`config.mk`:
```
export PLATFORM = sky130hd
export DESIGN_NAME = last_block_packer
export DESIGN_NICKNAME = d
export VERILOG_FILES = /design/src/rtl/last_block_packer.sv
export SDC_FILE = /design/constraint.sdc
export NUM_CORES = 1
export LEC_CHECK = 0
export CAP_MARGIN = 20
export CORE_ASPECT_RATIO = 0.9
export CORE_MARGIN = 1.5
export CORE_UTILIZATION = 58
export DETAILED_ROUTE_END_ITERATION = 16
export PLACE_DENSITY = 0.88
export SKIP_LAST_GASP = 1
export SLEW_MARGIN = 30
export SYNTH_ARGS = -nofsm -noshare
export SYNTH_HDL_FRONTEND = slang
export SYNTH_SLANG_ARGS = --single-unit
```
`constraint.sdc`:
```
create_clock -name clk -period 10.2 [get_ports clk]
set_input_delay 1.02 -clock clk [delete_from_list [all_inputs] [get_ports clk]]
set_output_delay 1.02 -clock clk [all_outputs]
set_load 0.02 [all_outputs]
```
`src/rtl/last_block_packer.sv`:
```
// last_block_packer: packs LANE_BYTES-wide beats into BLOCK_BYTES-wide blocks with a byte mask, a byte count
// and zero or PKCS#7 padding of each message's final block, including the extra full pad block.
module last_block_packer #(
    parameter  int BLOCK_BYTES = 16,
    parameter  int LANE_BYTES  = 4,
    localparam int NW          = $clog2(LANE_BYTES + 1),
    localparam int CW          = $clog2(BLOCK_BYTES + 1)
) (
    input  logic                     clk,
    input  logic                     rst,
    input  logic                     in_valid,
    output logic                     in_ready,
    input  logic [8*LANE_BYTES-1:0]  in_data,
    input  logic [NW-1:0]            in_nbytes,
    input  logic                     in_last,
    input  logic                     pad_mode,
    output logic                     out_valid,
    input  logic                     out_ready,
    output logic [8*BLOCK_BYTES-1:0] out_data,
    output logic [BLOCK_BYTES-1:0]   out_mask,
    output logic [CW-1:0]            out_count,
    output logic                     out_last
);
    typedef enum logic [1:0] {FILL, HOLD, PADBLK} state_e;

    state_e                   state_q, state_d;
    logic [CW-1:0]            fill_q, fill_d, count_q, count_d, cnt;
    logic                     pend_q, pend_d, last_q, last_d;
    logic [8*BLOCK_BYTES-1:0] data_q, data_d, blk;
    logic [BLOCK_BYTES-1:0]   mask_q, mask_d, msk;
    logic [7:0]               acc_q [BLOCK_BYTES];
    logic [7:0]               merged [BLOCK_BYTES];
    logic [NW-1:0]            nb;
    logic [7:0]               pad;
    logic                     fire, done, pkcs_full, padblk_load;

    always_ff @(posedge clk or posedge rst) begin
        if (rst) state_q <= FILL;
        else     state_q <= state_d;
    end

    always_comb begin
        state_d = state_q == FILL ? (done ? HOLD : FILL)
                : !out_ready ? state_q
                : (state_q == HOLD && pend_q) ? PADBLK : FILL;
    end

    always_comb begin
        in_ready  = state_q == FILL;
        out_valid = state_q != FILL;
    end

    // Short beats mid-message count as full lanes; empty ones are dropped without moving fill.
    always_comb begin
        nb          = in_last ? (in_nbytes > NW'(LANE_BYTES) ? NW'(LANE_BYTES) : in_nbytes)
                    : (in_nbytes == '0 ? '0 : NW'(LANE_BYTES));
        fire        = in_valid && in_ready;
        cnt         = fill_q + CW'(nb);
        done        = fire && (in_last || (nb != '0 && cnt == CW'(BLOCK_BYTES)));
        pkcs_full   = pad_mode && cnt == CW'(BLOCK_BYTES);
        pad         = pad_mode ? 8'(CW'(BLOCK_BYTES) - cnt) : 8'h00;
        padblk_load = state_q == HOLD && out_ready && pend_q;
        blk         = '0;
        msk         = '0;
        for (int i = 0; i < BLOCK_BYTES; i++) begin
            merged[i] = acc_q[i];
            for (int j = 0; j < LANE_BYTES; j++)
                if (fill_q + CW'(j) == CW'(i)) merged[i] = in_data[8*(LANE_BYTES-j)-1 -: 8];
            msk[i]                        = CW'(i) < cnt;
            blk[8*(BLOCK_BYTES-i)-1 -: 8] = msk[i] ? merged[i] : pad;
        end
        fill_d  = done ? '0 : (fire && nb != '0) ? fill_q + CW'(LANE_BYTES) : fill_q;
        pend_d  = done ? in_last && pkcs_full : (state_q == PADBLK && out_ready) ? 1'b0 : pend_q;
        data_d  = done ? blk : padblk_load ? {BLOCK_BYTES{8'(BLOCK_BYTES)}} : data_q;
        mask_d  = done ? msk : padblk_load ? '0 : mask_q;
        count_d = done ? cnt : padblk_load ? '0 : count_q;
        last_d  = done ? in_last && !pkcs_full : padblk_load ? 1'b1 : last_q;
    end

    always_ff @(posedge clk or posedge rst) begin
        if (rst) begin
            fill_q  <= '0;
            pend_q  <= 1'b0;
            data_q  <= '0;
            mask_q  <= '0;
            count_q <= '0;
            last_q  <= 1'b0;
        end else begin
            fill_q  <= fill_d;
            pend_q  <= pend_d;
            data_q  <= data_d;
            mask_q  <= mask_d;
            count_q <= count_d;
            last_q  <= last_d;
        end
    end

    // Stale bytes are harmless: everything at or above the count is replaced by padding.
    always_ff @(posedge clk) begin
        if (fire) acc_q <= merged;
    end

    assign out_data  = data_q;
    assign out_mask  = mask_q;
    assign out_count = count_q;
    assign out_last  = last_q;
endmodule

```
==> impl_metrics.json, run 1 <==
{
  "yosysMostFrequentCell": "dfrtp_1",
  "nets": 1183,
  "insertion_delay_ns": 0.55,
  "postCtsSetupRepairBufs": 0,
  "die_w_um": 158,
  "status": "finished clean",
  "hold_viol": 0,
  "core_area_um2": 21000,
  "drive_above_1_share_pct": 18.4,
  "ir_drop_v": 0.000187,
  "synth_top_area_share_pct": 30.9,
  "synth_flop_cell": "dfrtp_1",
  "pin_count": 193,
  "setup_viol_count_final": 0,
  "ant_nets": 0,
  "antenna_found_initial": 0,
  "cts_resized": 0,
  "cts_tree": "yes",
  "hold_class": "register to register",
  "fin_setup_tns_ns": 0,
  "clk_pin_slew_worst_paths_ns": 0.06,
  "synthArstFlopShare_pct": 54.8,
  "crit_type": "primary input to register",
  "drc": 0,
  "cp_max_fo": 82,
  "initial_core_util_pct": 59.7,
  "synthDistinctLibCells": 71,
  "syn_area_um2": 12600,
  "vias": 9247,
  "yosys.area.top_type": "dfrtp_1",
  "worst_setup_path_start_kind": "primary input",
  "yosys-top-cells-area": "dfrtp_1 (31%), edfxtp_1 (31%), mux2_2 (11%)",
  "synthTopCellsByCount": "dfrtp_1 (155), edfxtp_1 (128), mux2_2 (127)",
  "synthesis.instances": 955,
  "endpoint_kind": "register",
  "overflow": 0,
  "drv_cap": 0,
  "cts-root-buf": "clkbuf_16",
  "first_global_vias": 9298,
  "fin_crit_sh_pct": 42.6,
  "wl_per_cell_um": 25.0,
  "area_delta_synth_final_pct": 24.6,
  "cp_data_arrival_time_ns": 4.82,
  "synth_edf_count": 128,
  "ctsLongestPathBuffers": 3,
  "yosysWarnings": 0,
  "ctsHoldBuffers": 0,
  "syn_area_per_cell_um2": 13.1,
  "period_minus_slack_ns": 4.35,
  "track_usage_pct": 32.3,
  "synth.yosys.seq_area_share_pct": 61.5,
  "required_ns": 10.67,
  "place.gp.congestion": 0.907,
  "vias_per_cell": 6.43,
  "maxSlewHeadroom_pct": 33.2,
  "p_leak_uw": 0.00625,
  "portBuffers": 192,
  "dpl-instance-area_um2": 14700,
  "finClkSkew_ns": 0.0122,
  "drt_iter0_markers": 720,
  "ys_seq_elements": 283,
  "diodes": 0,
  "cts_buffers": 28,
  "grt_pass1_wl_um": 54800,
  "maxSlewViolCount": 0,
  "first_pass_iters": 5,
  "power_density_nw_per_um2": 305,
  "drt-total-wl_um": 36000,
  "dieArea_um2": 22500,
  "fmax_mhz": 230,
  "cts_htree_levels": 1,
  "grt_max_degree": 89,
  "hold_ws_ns": 0.482,
  "rows": 50,
  "place_hpwl_um": 22700,
  "final_area_um2": 15600,
  "die_h_um": 143,
  "clock-sinks": 283,
  "tightest_slew_ns": 1.00,
  "rsz0062_at_grt": "no"
}
-- cell families after synthesis --
group | Yosys count | share of synthesized area [%]
other | 1 | 0.0299
AO/OA/AOI/OAI | 236 | 13.9
XOR/XNOR | 4 | 0.339
multiplexers | 143 | 12.7
flip-flops | 283 | 61.5
adder cells (fa/ha/maj) | 11 | 1.10
buffers and inverters | 73 | 2.65
AND/OR/NAND/NOR | 204 | 7.71
-- sequential cells by signal, indices dropped and copies added (netlist names) --
| signal | count |
|---|---|
| out_mask | 15 |
| out_data | 128 |
| acc_q | 128 |
| pend_q | 1 |
| state_q | 2 |
| out_last | 1 |
| out_count | 5 |
| fill_q | 3 |
-- layer usage --
layer	up-vias	part of all wire, %	GRT usage [%]
li1	3933	-	-
met1	4647	40	46.3
met2	588	46	49.6
met3	79	12	7.89
met4	0	2.6	9.20
met5	-	0	0
-- worst max-delay path, cell delays in order --
cell,delay [ns]
clkdlybuf4s50_1,0.56
nand3b_1,0.19
inv_1,0.06
ha_1,0.43
inv_1,0.25
ha_1,0.34
o211ai_2,0.20
a21oi_4,0.22
buf_4,0.77
nand2b_1,0.19
nor2_1,0.33
a22o_1,0.19
-- worst paths after layout --
path	startpoint	end	slack, ns	cells past startpoint
min in group asynchronous	rst	out_data[60]	1.02	2
max in group asynchronous	rst	out_data[90]	7.97	3
worst max-delay path	in_last	out_data[45]	5.85	12
worst min register to register	out_mask[0]	out_mask[0]	0.48	2
worst min-delay path	out_mask[0]	out_mask[0]	0.48	2
worst max register to register	fill_q[2]	out_data[106]	6.72	7
-- area by class of cell --
| class | instances | area (um^2) |
|---|---|---|
| repair buffers | 204 | 2040 |
| inverters | 14 | 60.1 |
| clock inverters | 19 | 198 |
| multi-input cells | 600 | 4530 |
| clock buffers | 33 | 741 |
| fillers | 1373 | 5380 |
| flip-flops and latches | 283 | 7720 |
| well taps | 286 | 358 |
-- layout by cell type, fill, tap and decap left out, types with 5 or more instances in the layout --
| cell type | netlist | routed |
|---|---|---|
| dfrtp_1 | 155 | 155 |
| inv_1 | 11 | 9 |
| and2_1 | 9 | 9 |
| clkbuf_16 | 0 | 29 |
| mux2_2 | 127 | 127 |
| nor3_1 | 7 | 6 |
| a32o_1 | 33 | 33 |
| mux2i_1 | 15 | 15 |
| a21oi_1 | 33 | 33 |
| nand2b_1 | 8 | 8 |
| a22o_1 | 47 | 47 |
| a21o_1 | 13 | 13 |
| o21ai_0 | 47 | 47 |
| a31oi_1 | 13 | 13 |
| buf_4 | 5 | 8 |
| clkdlybuf4s50_1 | 0 | 192 |
| nor2_1 | 52 | 52 |
| ha_1 | 11 | 11 |
| clkinv_2 | 0 | 7 |
| nand3_1 | 12 | 12 |
| nand4_1 | 6 | 6 |
| nand2_1 | 84 | 84 |
| o21ai_1 | 7 | 6 |
| o31ai_1 | 6 | 6 |
| edfxtp_1 | 128 | 128 |
| clkinv_1 | 0 | 5 |
-- through the flow --
| stage | instances | setup WS [ns] | util [%] | total power (uW) |
|---|---|---|---|---|
| floorplan | 956 | 5.00 | - | 2820 |
| global placement | 1385 | 5.25 | 69.7 | 3620 |
| detailed placement | 1386 | 5.15 | 69.8 | 3670 |
| CTS | 1438 | 5.70 | 74.3 | 4750 |
| global route | 1439 | 5.57 | 74.4 | 4950 |
| finish | 1439 | 5.85 | 74.4 | 4770 |
-- power by group --
part           internal (uW)  switching (uW)  leakage [uW]
clock                    620             445      0.000458
combinational            847            1080       0.00260
sequential              1570             215       0.00320
total                   3030            1730       0.00625
Power figures use the tool's default switching activity.
==> run 2: changes to the inputs <==
--- a/config.mk
+++ b/config.mk
@@ -8,9 +8,9 @@
 export CAP_MARGIN = 20
 export CORE_ASPECT_RATIO = 0.9
 export CORE_MARGIN = 1.5
-export CORE_UTILIZATION = 58
+export CORE_UTILIZATION = 49
 export DETAILED_ROUTE_END_ITERATION = 16
-export PLACE_DENSITY = 0.88
+export PLACE_DENSITY = 0.8
 export SKIP_LAST_GASP = 1
 export SLEW_MARGIN = 30
 export SYNTH_ARGS = -nofsm -noshare
==> constraint.sdc (replaced) <==
create_clock -name clk -period 3.89 [get_ports clk]
set_input_delay 0.389 -clock clk [delete_from_list [all_inputs] [get_ports clk]]
set_output_delay 0.389 -clock clk [all_outputs]
set_load 0.02 [all_outputs]
==> run 2 against run 1 <==
Effect of this change: critical path depth did not move; combinational power grew to 2.7 times the previous value; worst setup slack got worse by 5.0 ns; critical path type unchanged; wire length down 1.6%; largest cell class unchanged; utilization is 10 points lower; clock-buffer cell count increased by 5; register-to-register slack worse by 5.9 ns; clock power rose to 2.8 times the previous value.
==> impl_metrics.json, run 2 (same netlist as run 1, synthesis figures left out) <==
{
  "cts_buffers": 30,
  "hold_ws_ns": 0.347,
  "drive_above_1_share_pct": 20.7,
  "die_h_um": 155,
  "layout_common_cells": "clkdlybuf4s50_1 (192), dfrtp_1 (155), edfxtp_1 (128)",
  "ir_drop_v": 0.000490,
  "wl_per_cell_um": 23.2,
  "rows": 55,
  "first_global_vias": 9070,
  "area_delta_synth_final_pct": 28.3,
  "period_minus_slack_ns": 3.08,
  "internal_power_uw": 8250,
  "fmax_mhz": 325,
  "clkPwrFrac_pct": 23.5,
  "postCtsSetupRepairBufs": 0,
  "antenna_found_initial": 0,
  "cts_tree": "yes",
  "maxSlewHeadroom_pct": 40.9,
  "r2r_setup_slack_ns": 0.81,
  "maxSlewViolCount": 0,
  "overflow": 0,
  "pin_count": 193,
  "final_area_um2": 16100,
  "hold_class": "primary input to asynchronous set/reset pin",
  "r2r_cells": 8,
  "vias": 9245,
  "drt-total-wl_um": 35400,
  "place_hpwl_um": 23600,
  "insertion_delay_ns": 0.55,
  "tightest_slew_ns": 0.884,
  "layout.cells.non_filler": 1528,
  "cts-root-buf": "clkbuf_16",
  "p_comb_share_pct": 40.0,
  "diodes": 0,
  "cp_max_fo": 11,
  "ant_nets": 0,
  "drc": 0,
  "core_area_um2": 25200,
  "seqPwrFrac_pct": 36.5,
  "crit_type": "primary input to register",
  "initial_core_util_pct": 49.8,
  "finClkSkew_ns": 0.00893,
  "portBuffers": 192,
  "worst_setup_path_start_kind": "primary input",
  "drt_iter0_markers": 906,
  "regToRegStartpoint": "fill_q[4]",
  "switchingPower_uw": 4530,
  "nets": 1214,
  "fin_crit_sh_pct": 79.2,
  "numPlacedInstances": 1471,
  "endpoint_kind": "register",
  "cp_data_arrival_time_ns": 3.58,
  "fin_setup_tns_ns": 0,
  "grt_max_degree": 83,
  "fill_cells": 1925,
  "die_w_um": 172,
  "slowest_stage": "or3_1",
  "crit_chain": "clkdlybuf4s50_1 > nand3b_1 > inv_1 > ha_1 > inv_1 > ha_1 > or3b_2 > a31oi_1 > a311oi_1 > or3_1 > nand2_1 > o22a_1",
  "status": "finished clean",
  "p_leak_uw": 0.00648,
  "clk_pin_slew_worst_paths_ns": 0.06,
  "rr_endpoint": "out_data[43]",
  "final_common_cell": "clkdlybuf4s50_1",
  "cts_resized": 0,
  "required_ns": 4.39,
  "sw_frac_of_total_pct": 35.4,
  "first_pass_iters": 6,
  "drv_cap": 0,
  "cpPeakStageDelay_ns": 0.58,
  "power_density_nw_per_um2": 793,
  "track_usage_pct": 26.9,
  "dpl-instance-area_um2": 15000,
  "clock-sinks": 283,
  "dieArea_um2": 26600,
  "cts_htree_levels": 1,
  "grt_pass1_wl_um": 54300,
  "hold_viol": 0,
  "rsz0062_at_grt": "no",
  "place.gp.congestion": 0.899,
  "post-route-util_pct": 63.9,
  "setup_viol_count_final": 0,
  "vias_per_cell": 6.05,
  "ctsHoldBuffers": 0,
  "ctsLongestPathBuffers": 3
}
-- run 2: metal layers --
metal  GRT usage (%)  wire [um]
met4            7.56        954
met5               0          0
met3            5.30       3030
met1            38.7      15100
met2            41.4      16300
-- run 2: worst max-delay path by stage --
| stage | from | to | slack [ns] | depth (start not counted) |
|---|---|---|---|---|
| 5_1_grt | in_last | out_data[36] | 0.64 | 12 |
| 4_1_cts | in_last | out_data[69] | 0.82 | 10 |
| 2_1_floorplan | state_q[0] | acc_q[0] | 0.12 | 2 |
| 3_5_place_dp | in_last | out_data[69] | 0.30 | 10 |
| 6_report | in_last | out_data[44] | 0.81 | 12 |
| 3_3_place_gp | in_last | out_data[44] | 0.35 | 12 |
-- run 2: power groups by stage --
stage	clock, uW	sequential, uW	combinational [uW]
global placement	0	4700	4960
global route	3150	4750	5410
CTS	3020	4660	5090
floorplan	0	5350	2030
finish	3000	4670	5110
detailed placement	0	4690	5070
-- run 2: final cells by class --
| type | instances | area, um^2 | share of cell area (%) |
|---|---|---|---|
| sequential | 283 | 7720 | 47.9 |
| multi-input combinational | 600 | 4520 | 28.1 |
| timing repair buffer | 233 | 2340 | 14.5 |
| clock buffer | 38 | 822 | 5.10 |
| tap | 342 | 428 | 2.66 |
| clock inverter | 18 | 215 | 1.34 |
| inverter | 14 | 58.8 | 0.365 |
-- run 2: worst max-delay path, delay by kind of cell --
kind	cells	cell delay (ns)
compound gates	3	0.41
fa+ha+maj	2	0.60
buf+inv	3	0.71
simple gates	4	1.47
-- run 2: through the flow --
step / power (uW) / setup WS (ns)
2_1_floorplan: 7380 / 0.117
3_3_place_gp: 9660 / 0.352
3_5_place_dp: 9760 / 0.296
4_1_cts: 12800 / 0.818
5_1_grt: 13300 / 0.638
6_report: 12800 / 0.809
